<file path="config.mk">
export PLATFORM = sky130hd
export DESIGN_NAME = regs_access_ctrl
export DESIGN_NICKNAME = d
export VERILOG_FILES = /design/src/rtl/regs_access_ctrl.sv
export SDC_FILE = /design/constraint.sdc
export NUM_CORES = 1
export LEC_CHECK = 0
export CAP_MARGIN = 10
export CELL_PAD_IN_SITES_DETAIL_PLACEMENT = 1
export CELL_PAD_IN_SITES_GLOBAL_PLACEMENT = 1
export CORE_ASPECT_RATIO = 1.5
export CORE_MARGIN = 3
export CORE_UTILIZATION = 30
export CTS_CLUSTER_DIAMETER = 80
export DETAILED_ROUTE_END_ITERATION = 10
export MAX_ROUTING_LAYER = met4
export PLACE_DENSITY_LB_ADDON = 0.08
export SLEW_MARGIN = 40
export SYNTH_ARGS = -nofsm -noshare
export SYNTH_HDL_FRONTEND = slang
export SYNTH_SLANG_ARGS = --single-unit
export TNS_END_PERCENT = 20
</file>
<file path="constraint.sdc">
create_clock -name clk_i -period 2.3 [get_ports clk_i]
set_input_delay 0.46 -clock clk_i [delete_from_list [all_inputs] [get_ports clk_i]]
set_output_delay 0.46 -clock clk_i [all_outputs]
set_load 0.01 [all_outputs]
</file>
<file path="src/rtl/regs_access_ctrl.sv">
// regs_access_ctrl: debug read/write/clear access to the register file's debug port, yielding to core writes (dbg_* request side, core_we_i/core_stall_o core side, rf_jtag_* register file side)
module regs_access_ctrl #(
  parameter int ADDR_W     = 5,
  parameter int DATA_W     = 32,
  parameter int STARVE_MAX = 8
) (
  input  logic              clk_i,
  input  logic              rst_ni,
  input  logic              dbg_req_i,
  input  logic              dbg_we_i,
  input  logic [ADDR_W-1:0] dbg_addr_i,
  input  logic [DATA_W-1:0] dbg_wdata_i,
  output logic              dbg_gnt_o,
  output logic              dbg_rvalid_o,
  output logic [DATA_W-1:0] dbg_rdata_o,
  input  logic              dbg_clr_i,
  output logic              dbg_clr_done_o,
  input  logic              core_we_i,
  output logic              core_stall_o,
  output logic              rf_jtag_we_o,
  output logic [ADDR_W-1:0] rf_jtag_addr_o,
  output logic [DATA_W-1:0] rf_jtag_data_o,
  input  logic [DATA_W-1:0] rf_jtag_rdata_i,
  output logic              busy_o
);
  localparam int SW = $clog2(STARVE_MAX + 1);
  localparam logic [SW-1:0] SMAX = SW'(STARVE_MAX);
  localparam logic [ADDR_W-1:0] LAST = ADDR_W'(31);
  typedef enum logic [1:0] {IDLE, WRITE, READ, CLEAR} state_e;
  state_e state_q, state_d;
  logic [ADDR_W-1:0] addr_q, addr_d, idx_q, idx_d;
  logic [DATA_W-1:0] data_q, data_d, rdata_q, rdata_d;
  logic [SW-1:0] starve_q, starve_d;
  logic stall_q, stall_d, pend_q, pend_d, rvalid_q, rvalid_d, done_q, done_d;
  always_comb begin
    state_d        = state_q;
    addr_d         = addr_q;
    data_d         = data_q;
    idx_d          = idx_q;
    starve_d       = starve_q;
    rdata_d        = rdata_q;
    pend_d         = pend_q | dbg_clr_i;
    rvalid_d       = 1'b0;
    done_d         = 1'b0;
    dbg_gnt_o      = 1'b0;
    rf_jtag_we_o   = 1'b0;
    rf_jtag_addr_o = '0;
    rf_jtag_data_o = '0;
    case (state_q)
      IDLE: begin
        pend_d = 1'b0;
        if (dbg_clr_i || pend_q) begin
          state_d = CLEAR;
          idx_d   = ADDR_W'(1);
        end else if (dbg_req_i) begin
          dbg_gnt_o = 1'b1;
          addr_d    = dbg_addr_i;
          data_d    = dbg_we_i ? dbg_wdata_i : data_q;
          starve_d  = '0;
          state_d   = dbg_we_i ? WRITE : READ;
        end
      end
      WRITE: begin
        rf_jtag_addr_o = addr_q;
        rf_jtag_data_o = data_q;
        if (addr_q == '0) begin
          state_d = IDLE;
        end else if (!core_we_i) begin
          rf_jtag_we_o = 1'b1;
          state_d      = IDLE;
        end else begin
          starve_d = (starve_q == SMAX) ? starve_q : starve_q + SW'(1);
        end
      end
      READ: begin
        rf_jtag_addr_o = addr_q;
        rdata_d        = (addr_q == '0) ? '0 : rf_jtag_rdata_i;
        rvalid_d       = 1'b1;
        state_d        = IDLE;
      end
      CLEAR: begin
        rf_jtag_addr_o = idx_q;
        if (!core_we_i) begin
          rf_jtag_we_o = 1'b1;
          idx_d        = idx_q + ADDR_W'(1);
          state_d      = (idx_q == LAST) ? IDLE : CLEAR;
          done_d       = (idx_q == LAST);
        end
      end
      default: state_d = IDLE;
    endcase
    if (!rst_ni) begin
      dbg_gnt_o    = 1'b0;
      rf_jtag_we_o = 1'b0;
    end
    stall_d = (state_d == CLEAR) || (state_d == WRITE && starve_d == SMAX);
  end
  always_ff @(posedge clk_i) begin
    if (!rst_ni) begin
      state_q  <= IDLE;
      addr_q   <= '0;
      data_q   <= '0;
      idx_q    <= '0;
      starve_q <= '0;
      rdata_q  <= '0;
      stall_q  <= 1'b0;
      pend_q   <= 1'b0;
      rvalid_q <= 1'b0;
      done_q   <= 1'b0;
    end else begin
      state_q  <= state_d;
      addr_q   <= addr_d;
      data_q   <= data_d;
      idx_q    <= idx_d;
      starve_q <= starve_d;
      rdata_q  <= rdata_d;
      stall_q  <= stall_d;
      pend_q   <= pend_d;
      rvalid_q <= rvalid_d;
      done_q   <= done_d;
    end
  end
  assign dbg_rvalid_o   = rvalid_q;
  assign dbg_rdata_o    = rdata_q;
  assign dbg_clr_done_o = done_q;
  assign core_stall_o   = stall_q;
  assign busy_o         = (state_q != IDLE);
endmodule

</file>
==> key figures <==
Status
  • Outcome: complete, no violations

Cells and area
  • Layout Utilization: 0.4843
  • Layout area overhead: 57.41%
  • Antenna cells: 0
  • Commonest non-fill, non-tap cell in the layout: clkdlybuf4s50_1
  • Most frequent cells in the layout: clkdlybuf4s50_1, nand2_1, dfxtp_1, a21oi_1
  • Layout cell share with drive strength beyond 1: 0.08157
  • Final nets: a little under 700

STA
  • Hold Slack: between 0.4 and 0.5 ns
  • Achievable frequency: 440.7 MHz
  • Setup violators final: 0
  • Slew @ Worst Pin: 0.5947 ns
  • Final hold viol count: 0
  • Skew final: 0.006726 ns
  • Final period util: 0.9865
  • Tmin final: 2.269 ns
  • Final Slew Violations: 0
  • Worst relative slew slack: 0.6035
  • Unrepaired setup endpoints after global routing: true

Detailed routing
  • Vias: 3723
  • Starting DRT DRC Count: 99
  • DRT antenna net count: 0
  • DRC Markers: 0
  • DRT Wirelength: 12150 microns
  • Drt wl/cell: around 16 microns
  • Drt pass-1 iters: 6
  • Via density: about 4.9

Clock network
  • Hold_buf cts: 0
  • Clock slew at reported path FFs: 0.06 ns
  • Post-CTS setup buffer count: 0
  • Inserted Clock Buffers: 9
  • Clk sinks: 84
  • Worst skew pair latency: 0.33 ns
  • H-tree depth: 3
  • Clock Tree Buf Depth: 2
  • CTS tree: built
  • Clock Tree Root: clkbuf_16

Die
  • Starting Density: 0.3077
  • Core ar.: 12080 sq um
  • Cell row count: 49
  • Die W: 96.88 microns
  • Die Y-Extent: 142.3 microns
  • Die area: roughly 14000 sq um
  • I/O pin total: 150

Place
  • DP HPWL: between 8000 and 9000 microns
  • Port Buffers: 149
  • Final Wtd Congestion: 0.7680

Flow run
  • Max Cap Violations: 0

Synth
  • Syn Inst Count: 466
  • Register area share after synthesis: 0.4525
  • Post-synth EDFFs: 0
  • Synth Flop Type: dfxtp_1
  • Avg Cell Area, Syn: 7.974 sq um
  • Syn. warnings: 0
  • Async set-reset flop share out of synthesis: 0
  • Distinct cells, synth: 38
  • Synth Register Bits: between 80 and 90
  • Syn Std Cell Area: 3716 sq um
  • Post-synth net total: ~550

Pwr
  • Sequential power share: 0.373
  • Sw Pwr: 1498 uW
  • VDD IR max: 0.0003649 V
  • Sw Share: 0.3300
  • LEAKAGE: 0.002683 uW
  • Logic pwr share: 0.343
  • Clock power frac: 0.284
  • Int Pwr: 3042 uW
  • PD cells: 776.1 nW/um^2

Global routing
  • Total grt overflow: 0
  • Total GRT Usage: 0.1775
  • First-pass GRT wire length: around 20000 microns
  • Pin count of the biggest net entering global routing: 75
  • Number of global-route vias before repair: between 3000 and 4000
  • Initial antenna violation count: 0

Hold path
  • Hold_sp: data_q[17]
  • WHS Path Cells: 2
  • Worst hold path class: reg -> reg

Setup path
  • Critical Path Sink Type: primary output
  • Critical path data arrival time: around 1.8 ns
  • Crit. Startpoint: state_q[1]
  • Startpoint types: flop
  • Register-to-Register Path Depth: 7
  • Data required, critical path: between 1.5 and 2 ns
  • FF-to-FF Start: idx_q[0]
  • CP max FO: 20
  • Critical path class: reg -> out
-- logic make-up (layout without fill, tap and decap cells) --
kind of cell / after synthesis / after routing / synth area share
xor+xnor: 3 / 3 / 0.007072
compound gates: 103 / 103 / 0.1620
mux: 1 / 1 / 0.002694
flops: 84 / 84 / 0.4525
simple gates: 225 / 225 / 0.3037
buf+inv: 42 / 189 / 0.04512
fa+ha+maj: 8 / 8 / 0.02694
-- registers in the layout (all words and copies together) (netlist names) --
name / count
idx_q: 5
dbg_clr_done_o: 1
state_q: 2
addr_q: 5
core_stall_o: 1
dbg_rdata_o: 32
dbg_rvalid_o: 1
data_q: 32
pend_q: 1
starve_q: 4
-- Yosys cell counts (2+ instances only) --
| cell type | n | area share |
|---|---|---|
| buf_2 | 8 | 0.011 |
| a21oi_1 | 76 | 0.10 |
| nand2_1 | 85 | 0.086 |
| inv_1 | 8 | 0.0081 |
| xor2_1 | 2 | 0.0047 |
| o211a_1 | 2 | 0.0054 |
| o21a_1 | 2 | 0.0040 |
| nor3_1 | 3 | 0.0040 |
| o21ai_0 | 8 | 0.011 |
| a22oi_1 | 5 | 0.010 |
| nand2b_1 | 37 | 0.062 |
| dfxtp_1 | 84 | 0.45 |
| clkbuf_1 | 24 | 0.024 |
| nand3_1 | 37 | 0.050 |
| ha_1 | 8 | 0.027 |
| nor2_1 | 18 | 0.018 |
| o211ai_1 | 3 | 0.0061 |
| and2_1 | 36 | 0.061 |
-- worst paths after layout --
kind | end | slack, ns
setup / recovery | rf_jtag_data_o[4] | 0.03
hold / removal | data_q[17] | 0.45
setup reg to reg | core_stall_o | 0.32
hold reg to reg | data_q[17] | 0.45
-- area by class of cell --
type,instances,area [sq um]
fill,1441,6228
multi-input combinational,340,1919
timing repair buffer,165,1760
sequential,84,1685
clock buffer,10,229.0
tap,153,191.4
inverter,9,33.78
clock inverter,5,30.03
-- critical path, stage by stage, from the launching register on --
cell and delay, ns:
dfxtp_1 0.34, inv_2 0.12, ha_4 0.18, buf_12 0.15, and2_1 0.14, clkdlybuf4s50_1 0.53
-- metrics by stage --
| stage | TNS [ns] | cells | worst slack (ns) | power [uW] | instance area (sq um) |
|---|---|---|---|---|---|
| after global routing | -0.08414 | 766 | -0.08414 | 4828 | 5849 |
| after global placement | -0.05287 | 750 | -0.05287 | 3119 | 5408 |
| after detailed placement | -0.08126 | 750 | -0.08126 | 3160 | 5408 |
| after floorplan | 0 | 466 | 0.5868 | 2508 | 3716 |
| final | 0 | 766 | 0.03110 | 4540 | 5849 |
| after CTS | -4.660 | 765 | -0.1809 | 4522 | 5699 |
-- routing by layer --
| layer | part of all wire | GRT usage | wire, microns | up-vias |
|---|---|---|---|---|
| li1 | - | - | - | 1836 |
| met1 | 0.41 | 0.2013 | 4965 | 1762 |
| met2 | 0.53 | 0.3122 | 6404 | 109 |
| met3 | 0.044 | 0.03580 | 531 | 16 |
| met4 | 0.020 | 0.05917 | 244 | 0 |
| met5 | 0 | - | 0 | - |
-- power groups by stage --
stage,Sequential (uW),Combinational [uW],Clock [uW]
after floorplan,1720,786,0
after global placement,1700,1420,0
after detailed placement,1710,1450,0
after CTS,1680,1490,1340
after global routing,1710,1710,1410
final,1690,1560,1290
-- timing repair --
action	CTS	global route
endpoints found under the setup margin	40	39
gates resized for setup	9	44
cloned	0	1
Note: power is estimated with default switching activity, not from simulation.
